$ cat config.mk
export PLATFORM = sky130hd
export DESIGN_NAME = seq_subtractor_flat
export DESIGN_NICKNAME = d
export VERILOG_FILES = /design/src/rtl/seq_subtractor_if.sv /design/src/rtl/seq_subtractor.sv /design/src/flat_wrapper.sv
export SDC_FILE = /design/constraint.sdc
export NUM_CORES = 1
export LEC_CHECK = 0
export BUFFER_PORTS_ARGS = -buffer_cell sky130_fd_sc_hd__buf_2
export CAP_MARGIN = 10
export CORE_MARGIN = 2
export CORE_UTILIZATION = 50
export CTS_CLUSTER_SIZE = 25
export DETAILED_ROUTE_END_ITERATION = 8
export GPL_TIMING_DRIVEN = 0
export PLACE_DENSITY = 0.86
export SLEW_MARGIN = 30
export SYNTH_ARGS = -nofsm -noshare
export SYNTH_HDL_FRONTEND = slang
export SYNTH_SLANG_ARGS = --single-unit
$ cat constraint.sdc
create_clock -name clk -period 2.5 [get_ports clk]
set_clock_uncertainty 0.1 [all_clocks]
set_input_delay 0.5 -clock clk [delete_from_list [all_inputs] [get_ports clk]]
set_output_delay 0.5 -clock clk [all_outputs]
set_load 0.1 [all_outputs]
$ cat src/rtl/seq_subtractor_if.sv
// seq_subtractor_if: operand/result bundle for seq_subtractor
//   start        request a subtraction (sampled only when idle)
//   in1, in2     minuend / subtrahend, bits wide
//   mode_signed  1 = two's-complement operands, 0 = unsigned
//   saturate     1 = clamp out-of-range results, 0 = wrap
//   busy         operation in flight (BUSY or DONE)
//   done         one-cycle pulse when out and flags update
//   out          result, held until the next completion
//   borrow       unsigned borrow (in1 < in2 unsigned)
//   overflow     signed overflow, 0 in unsigned mode
interface seq_subtractor_if #(parameter int bits = 8);
    logic            start;
    logic [bits-1:0] in1;
    logic [bits-1:0] in2;
    logic            mode_signed;
    logic            saturate;
    logic            busy;
    logic            done;
    logic [bits-1:0] out;
    logic            borrow;
    logic            overflow;
    modport master (
        output start, in1, in2, mode_signed, saturate,
        input  busy, done, out, borrow, overflow
    );
    modport slave (
        input  start, in1, in2, mode_signed, saturate,
        output busy, done, out, borrow, overflow
    );
endinterface

$ cat src/rtl/seq_subtractor.sv
// seq_subtractor: multi-cycle subtractor working chunk bits per cycle, LSB first
//   clk   rising-edge clock
//   rst   asynchronous active-high reset
//   bus   seq_subtractor_if slave; its bits parameter must equal this module's bits
// Parameters: bits = operand width, chunk = bits per cycle (bits % chunk == 0).
module seq_subtractor #(
    parameter int bits  = 8,
    parameter int chunk = 2
) (
    input  logic             clk,
    input  logic             rst,
    seq_subtractor_if.slave  bus
);
    localparam int n  = bits / chunk;
    localparam int iw = $clog2(n + 1);

    typedef enum logic [1:0] {IDLE, BUSY, DONE} state_t;

    state_t          state;
    logic [bits-1:0] a, b, d, res, out_r;
    logic [iw-1:0]   idx;
    logic            sgn, sat, bin, busy_r, done_r, borrow_r, ovf_r;
    logic [chunk-1:0] a_ch, b_ch;
    logic [chunk:0]  diff;
    logic            last, ovf;

    always_comb begin
        a_ch = chunk'(a >> (int'(idx) * chunk));
        b_ch = chunk'(b >> (int'(idx) * chunk));
        diff = {1'b0, a_ch} - {1'b0, b_ch} - {{chunk{1'b0}}, bin};
        // idx reaches n only after every chunk is in d; that extra cycle finalises
        last = idx == iw'(n);
        ovf  = sgn & (a[bits-1] ^ b[bits-1]) & (d[bits-1] ^ a[bits-1]);
        // signed clamp: 0111..1 for a non-negative minuend, 1000..0 otherwise
        res  = (sat & ~sgn & bin) ? '0 :
               (sat & ovf)        ? {a[bits-1], {(bits-1){~a[bits-1]}}} : d;
    end

    always_ff @(posedge clk or posedge rst) begin
        if (rst) begin
            state    <= IDLE;
            a        <= '0;
            b        <= '0;
            d        <= '0;
            idx      <= '0;
            sgn      <= 1'b0;
            sat      <= 1'b0;
            bin      <= 1'b0;
            busy_r   <= 1'b0;
            done_r   <= 1'b0;
            out_r    <= '0;
            borrow_r <= 1'b0;
            ovf_r    <= 1'b0;
        end else begin
            case (state)
                IDLE: if (bus.start) begin
                    a      <= bus.in1;
                    b      <= bus.in2;
                    sgn    <= bus.mode_signed;
                    sat    <= bus.saturate;
                    d      <= '0;
                    bin    <= 1'b0;
                    idx    <= '0;
                    busy_r <= 1'b1;
                    state  <= BUSY;
                end
                BUSY: if (last) begin
                    out_r    <= res;
                    borrow_r <= bin;
                    ovf_r    <= ovf;
                    done_r   <= 1'b1;
                    state    <= DONE;
                end else begin
                    // d starts at zero, so OR-ing the shifted chunk places it
                    d   <= d | (bits'(diff[chunk-1:0]) << (int'(idx) * chunk));
                    bin <= diff[chunk];
                    idx <= idx + 1'b1;
                end
                DONE: begin
                    done_r <= 1'b0;
                    busy_r <= 1'b0;
                    state  <= IDLE;
                end
                default: state <= IDLE;
            endcase
        end
    end

    assign bus.busy     = busy_r;
    assign bus.done     = done_r;
    assign bus.out      = out_r;
    assign bus.borrow   = borrow_r;
    assign bus.overflow = ovf_r;
endmodule

$ cat src/flat_wrapper.sv
// flat-port wrapper written by rule: the top's interface ports become plain ports
module seq_subtractor_flat 
#(
    parameter int bits  = 8,
    parameter int chunk = 2
)
  (clk, rst, bus_start, bus_in1, bus_in2, bus_mode_signed, bus_saturate, bus_busy, bus_done, bus_out, bus_borrow, bus_overflow);
  seq_subtractor_if #(.bits(bits)) bus_i ();
  input  logic clk;
  input  logic rst;
  input wire logic [$bits(bus_i.start)-1:0] bus_start;
  input wire logic [$bits(bus_i.in1)-1:0] bus_in1;
  input wire logic [$bits(bus_i.in2)-1:0] bus_in2;
  input wire logic [$bits(bus_i.mode_signed)-1:0] bus_mode_signed;
  input wire logic [$bits(bus_i.saturate)-1:0] bus_saturate;
  output wire logic [$bits(bus_i.busy)-1:0] bus_busy;
  output wire logic [$bits(bus_i.done)-1:0] bus_done;
  output wire logic [$bits(bus_i.out)-1:0] bus_out;
  output wire logic [$bits(bus_i.borrow)-1:0] bus_borrow;
  output wire logic [$bits(bus_i.overflow)-1:0] bus_overflow;
  assign bus_i.start = bus_start;
  assign bus_i.in1 = bus_in1;
  assign bus_i.in2 = bus_in2;
  assign bus_i.mode_signed = bus_mode_signed;
  assign bus_i.saturate = bus_saturate;
  assign bus_busy = bus_i.busy;
  assign bus_done = bus_i.done;
  assign bus_out = bus_i.out;
  assign bus_borrow = bus_i.borrow;
  assign bus_overflow = bus_i.overflow;
  seq_subtractor #(.bits(bits), .chunk(chunk)) u_core (.clk(clk), .rst(rst), .bus(bus_i));
endmodule
### Yosys cells after proc, flatten, opt, wreduce, memory -nomap -nowiden

Index checks and enable logic that the tools add are counted.

| storage, ports and cells | value |
|---|---|
| bits in registers | 44 |
| bits of input ports | 21 |
| output and inout bits | 12 |
| word-level logic and storage cells | 63 |

| operators by class | value |
|---|---|
| add/sub/neg operators | 3 |
| eq/ne operators | 6 |
| shifts and indexed selects | 3 |
| multiplexer cells | 18 |
| bitwise operators | 10 |
| reductions and logical operators | 10 |

Operators with widths:

| operator | count |
|---|---|
| $mux 8 | 4 |
| $pmux 8 s2 | 1 |
| $shr 8x4->2 | 2 |
| $reduce_and 2->1 | 5 |
| $or 8x8->8 | 1 |
| $shl 2x4->8 | 1 |
| $mux 3 | 2 |
| $pmux 1 s2 | 3 |
| $pmux 3 s2 | 1 |
| $reduce_bool 2->1 | 3 |
| $and 1x1->1 | 5 |
| $mux 1 | 4 |
| $mux 2 | 2 |
| $ne 2x2->1 const B | 2 |
| $pmux 2 s2 | 1 |
| $add 3x1->3 const B | 1 |
| $eq 3x3->1 const B | 1 |
| $reduce_and 3->1 | 1 |
| $sub 2x2->3 | 1 |
| $sub 3x1->3 | 1 |
| $eq 2x1->1 const B | 1 |
| $eq 2x2->1 const B | 1 |
| $logic_not 2->1 | 1 |
| $ne 2x1->1 const B | 1 |
| other kinds (2) | 4 |

### Depth between registers and ports, before layout

| logic depth | value |
|---|---|
| depth in word-level cells | 7 |
| gate-level depth with buffers | 9 |
| depth with buffers taken out | 8 |

### Least setup slack after synthesis

OpenSTA, ideal clock, no wires.

| timing | value |
|---|---|
| path kind | flip-flop to flip-flop |
| start point | register u_core.idx[0] |
| end point | register u_core.d[1] |
| data arrival time | 2,486 ps |
| setup slack | -204 ps |
| cell stages (with the launch flop) | 10 |
| buffers on the path | 1 |
| clock period less this slack | 2,704 ps |
| cells stage by stage | dfrtp_1 buf_2 mux4_2 nor2b_1 fa_1 inv_1 fa_1 nor2b_1 a21oi_1 nor2_1 |

| on the way | value |
|---|---|
| longest elaborated chain between the ends | 7 |
| elaborated cells on any way between the ends | 11 |

Ends and longest elaborated chain:

| what | RTL line | source |
|---|---|---|
| from (decl) | seq_subtractor.sv:21 | `logic [iw-1:0] idx;` |
| from (signal assigned) | seq_subtractor.sv:77 | `idx <= idx + 1'b1;` |
| $shr 8x4->2, on equally long branches | seq_subtractor.sv:28, seq_subtractor.sv:29 |  |
| $sub 2x2->3 | seq_subtractor.sv:30 | `diff = {1'b0, a_ch} - {1'b0, b_ch} - {{chunk{1'b0}}, bin};` |
| $sub 3x1->3 | seq_subtractor.sv:30 |  |
| $shl 2x4->8 | seq_subtractor.sv:75 | `d <= d \| (bits'(diff[chunk-1:0]) << (int'(idx) * chunk));` |
| $or 8x8->8 | seq_subtractor.sv:75 |  |
| $mux 8 | seq_subtractor.sv:67 | `BUSY: if (last) begin` |
| $pmux 8 s2 | seq_subtractor.sv:55 | `case (state)` |
| to (signal assigned) | seq_subtractor.sv:75 |  |
| to (decl) | seq_subtractor.sv:20 | `logic [bits-1:0] a, b, d, res, out_r;` |

Parallel ways exist; a longest one is shown, timed or not. The select of a mux whose other input is x is not followed.
A chain may end at the register's enable or synchronous reset.

### Worst setup path after layout

Same ends and word-level chain as after synthesis.

==> metrics <==
DR vias=1458; Die W=69.26 um; DIE HEIGHT=69.26 um; endpoints failing hold=0; ranking of synthesized cells by area=dfrtp_1 (52%), mux2_4 (8.5%), mux2_2 (4.2%); Max Clk Rate=402.7 MHz; Mean Syn Cell Area=11.90 um^2; slew at the pin with the worst max-slew slack=0.4930 ns; Core ar.=4058 um^2; CP Buf/Inv Count=2; cell mode on critical path=nor2b_4; H-tree lvl count=2; synth unique cells=36; Clock Latency Late Sink=0.29 ns; HPWL after DPL=3.029 mm; GP Congestion=0.8090; Initial Utilization=52.48%; Synth Register Bits=44; Worst path top cell family by delay=adder cells; first-pass iteration count of the detailed router=4; Rows=23; commonest non-fill, non-tap cell in the layout=dfrtp_1; # port buffers=32; CTS clk-pin slew, worst paths=0.08 ns; delay of the slowest critical-path stage=0.48 ns; RSZ-0062 raised after global routing=true; Routed Antenna Nets=0; HP Class=in -> async; maxcap violations=0; hold buffers post-CTS=0; area leader, netlist=dfrtp_1; initial antenna violation count=0; YS warnings=0; n_diodes=0; # IOs=33; total CTS buffers=5; fillcell total=326; arrival time at the worst endpoint=2.57 ns; Avg WL per Cell=14.89 um; vias in the first global route=1491; Hold Slack=0.09314 ns; CP cell instances=buf_8 -> mux4_2 -> nor2b_4 -> fa_2 -> inv_2 -> fa_1 -> nor2b_4 -> a21oi_1 -> nor2_1; P&R area growth vs syn=18.04%; Post-Syn Instances=179; most frequent cells in the layout=dfrtp_1 (43), buf_2 (32), nor2_1 (18), nand2_1 (17), a21oi_1 (17); Die Area=4797 um^2; final core occ=61.95%; cell chosen for the clock root=clkbuf_8; Setup Viol. Count Final=0; DRC Markers=0; clk sink count=44; Setup crit end kind=register; Max Root-Sink Buffers=2; largest net degree at the start of global routing=27; gr usage total=18.82%; Max-slew headroom=66.88%; max-slew violations=0; Net Count, Synth=204; Worst Path Required=2.59 ns; status=completed; post-DR vias/cell=5.360; nets@finish=246; first-pass GRT wire length=7.176 mm; initial drt markers=66; Tcrit/Tclk final=99.33%; share of the synthesized area in the top cell type=51.70%; Post-Route WL=4.050 mm; fraction of layout cells with a size suffix above 1=38.74%; CTS tree=built; sequential share of the synthesized area=51.70%; Worst setup SP type=register; CP max FO=3; synthesized cell area=2130 um^2; CP Class=reg -> reg; Max stage delay cell, worst path=mux4_2; Period minus WS final=2.483 ns; total grt overflow=0
[final timing paths]
kind / from / end / slack (ns) / cells after the start
max in group asynchronous: rst / u_core.a[5] / 1.72 / 3
hold / removal: rst / u_core.bus.done / 0.09 / 2
setup reg to reg: u_core.idx[0] / u_core.d[1] / 0.02 / 9
setup / recovery: u_core.idx[0] / u_core.d[1] / 0.02 / 9
min in group clk: bus_in1[1] / u_core.a[1] / 0.33 / 2
hold reg to reg: u_core.bus.out[2] / u_core.bus.out[2] / 0.38 / 2
[metal layers]
metal | part of all wire (%) | GRT usage (%)
met1 | 47 | 26.06
met2 | 47 | 29.81
met3 | 4.0 | 3.634
met4 | 1.6 | 6.536
met5 | 0 | 0
[timing repair]
item	in CTS	in global routing
endpoints found under the hold margin	0	0
gates resized for setup	2	1
setup endpoints to repair	4	2
pin swaps	1	1
setup buffers	2	0
[flip-flops by register name, indices dropped and copies added (netlist names)]
signal and cells:
u_core.bus.overflow 1, u_core.bus.out 8, u_core.bus.done 1, u_core.sat 1, u_core.idx 3, u_core.bus.busy 1
u_core.bus.borrow 1, u_core.state 2, u_core.d 8, u_core.a 8, u_core.sgn 1, u_core.bin 1
u_core.b 8
[synthesized netlist by cell type]
cell type and count:
o41ai_2 2, buf_12 1, o21ai_1 5, or3b_1 1, fa_1 2, mux2i_1 1, nand4b_1 1, nand3b_1 2
and3_1 1, or2_4 1, o21ai_0 6, nor2_1 18, nand2b_2 1, buf_2 1, o221ai_2 1, nand4_1 1
mux4_2 4, nand2_1 17, inv_1 6, nand3_1 1, clkbuf_1 3, buf_6 3, mux2_4 12, a21oi_1 17
a31oi_1 2, nand2b_1 2, a221oi_2 1, a21boi_0 1, a21oi_2 1, mux2_2 8, inv_2 1, nor2b_1 4
clkinv_4 1, dfrtp_1 44, nor3_1 4, ha_1 2
[final cells by class]
type	count	area (um^2)	share of cell area (%)
multi-input combinational	119	948.4	37.73
inverter	8	35.03	1.394
clock buffer	8	90.09	3.584
buffer	8	80.08	3.186
timing repair buffer	35	195.2	7.765
tap	50	62.56	2.489
sequential	44	1102	43.85
[cells by family (layout without fill, tap and decap cells)]
family                   count (synthesis)  count (layout)  synth area share [%]
AO/OA/AOI/OAI                           36              36                 10.87
adder cells (fa/ha/maj)                  4               4                 3.055
buffers and inverters                   16              59                 4.935
flip-flops                              44              44                 51.70
multiplexers                            25              25                 17.39
AND/OR/NAND/NOR                         54              54                 12.04
[per-stage QoR]
stage | worst slack, ns | setup TNS [ns] | cells | cell area, um^2
2_1_floorplan | -0.008624 | -0.01725 | 179 | 2153
3_3_place_gp | -0.1656 | -0.4554 | 261 | 2376
3_5_place_dp | -0.1609 | -0.4398 | 262 | 2396
4_1_cts | -0.0009861 | -0.001773 | 272 | 2506
5_1_grt | -0.04594 | -0.09166 | 272 | 2514
6_report | 0.01679 | 0 | 272 | 2514
Power is not shown: default switching activity piles up to over one toggle a cycle in this logic, so the estimate is an artifact.
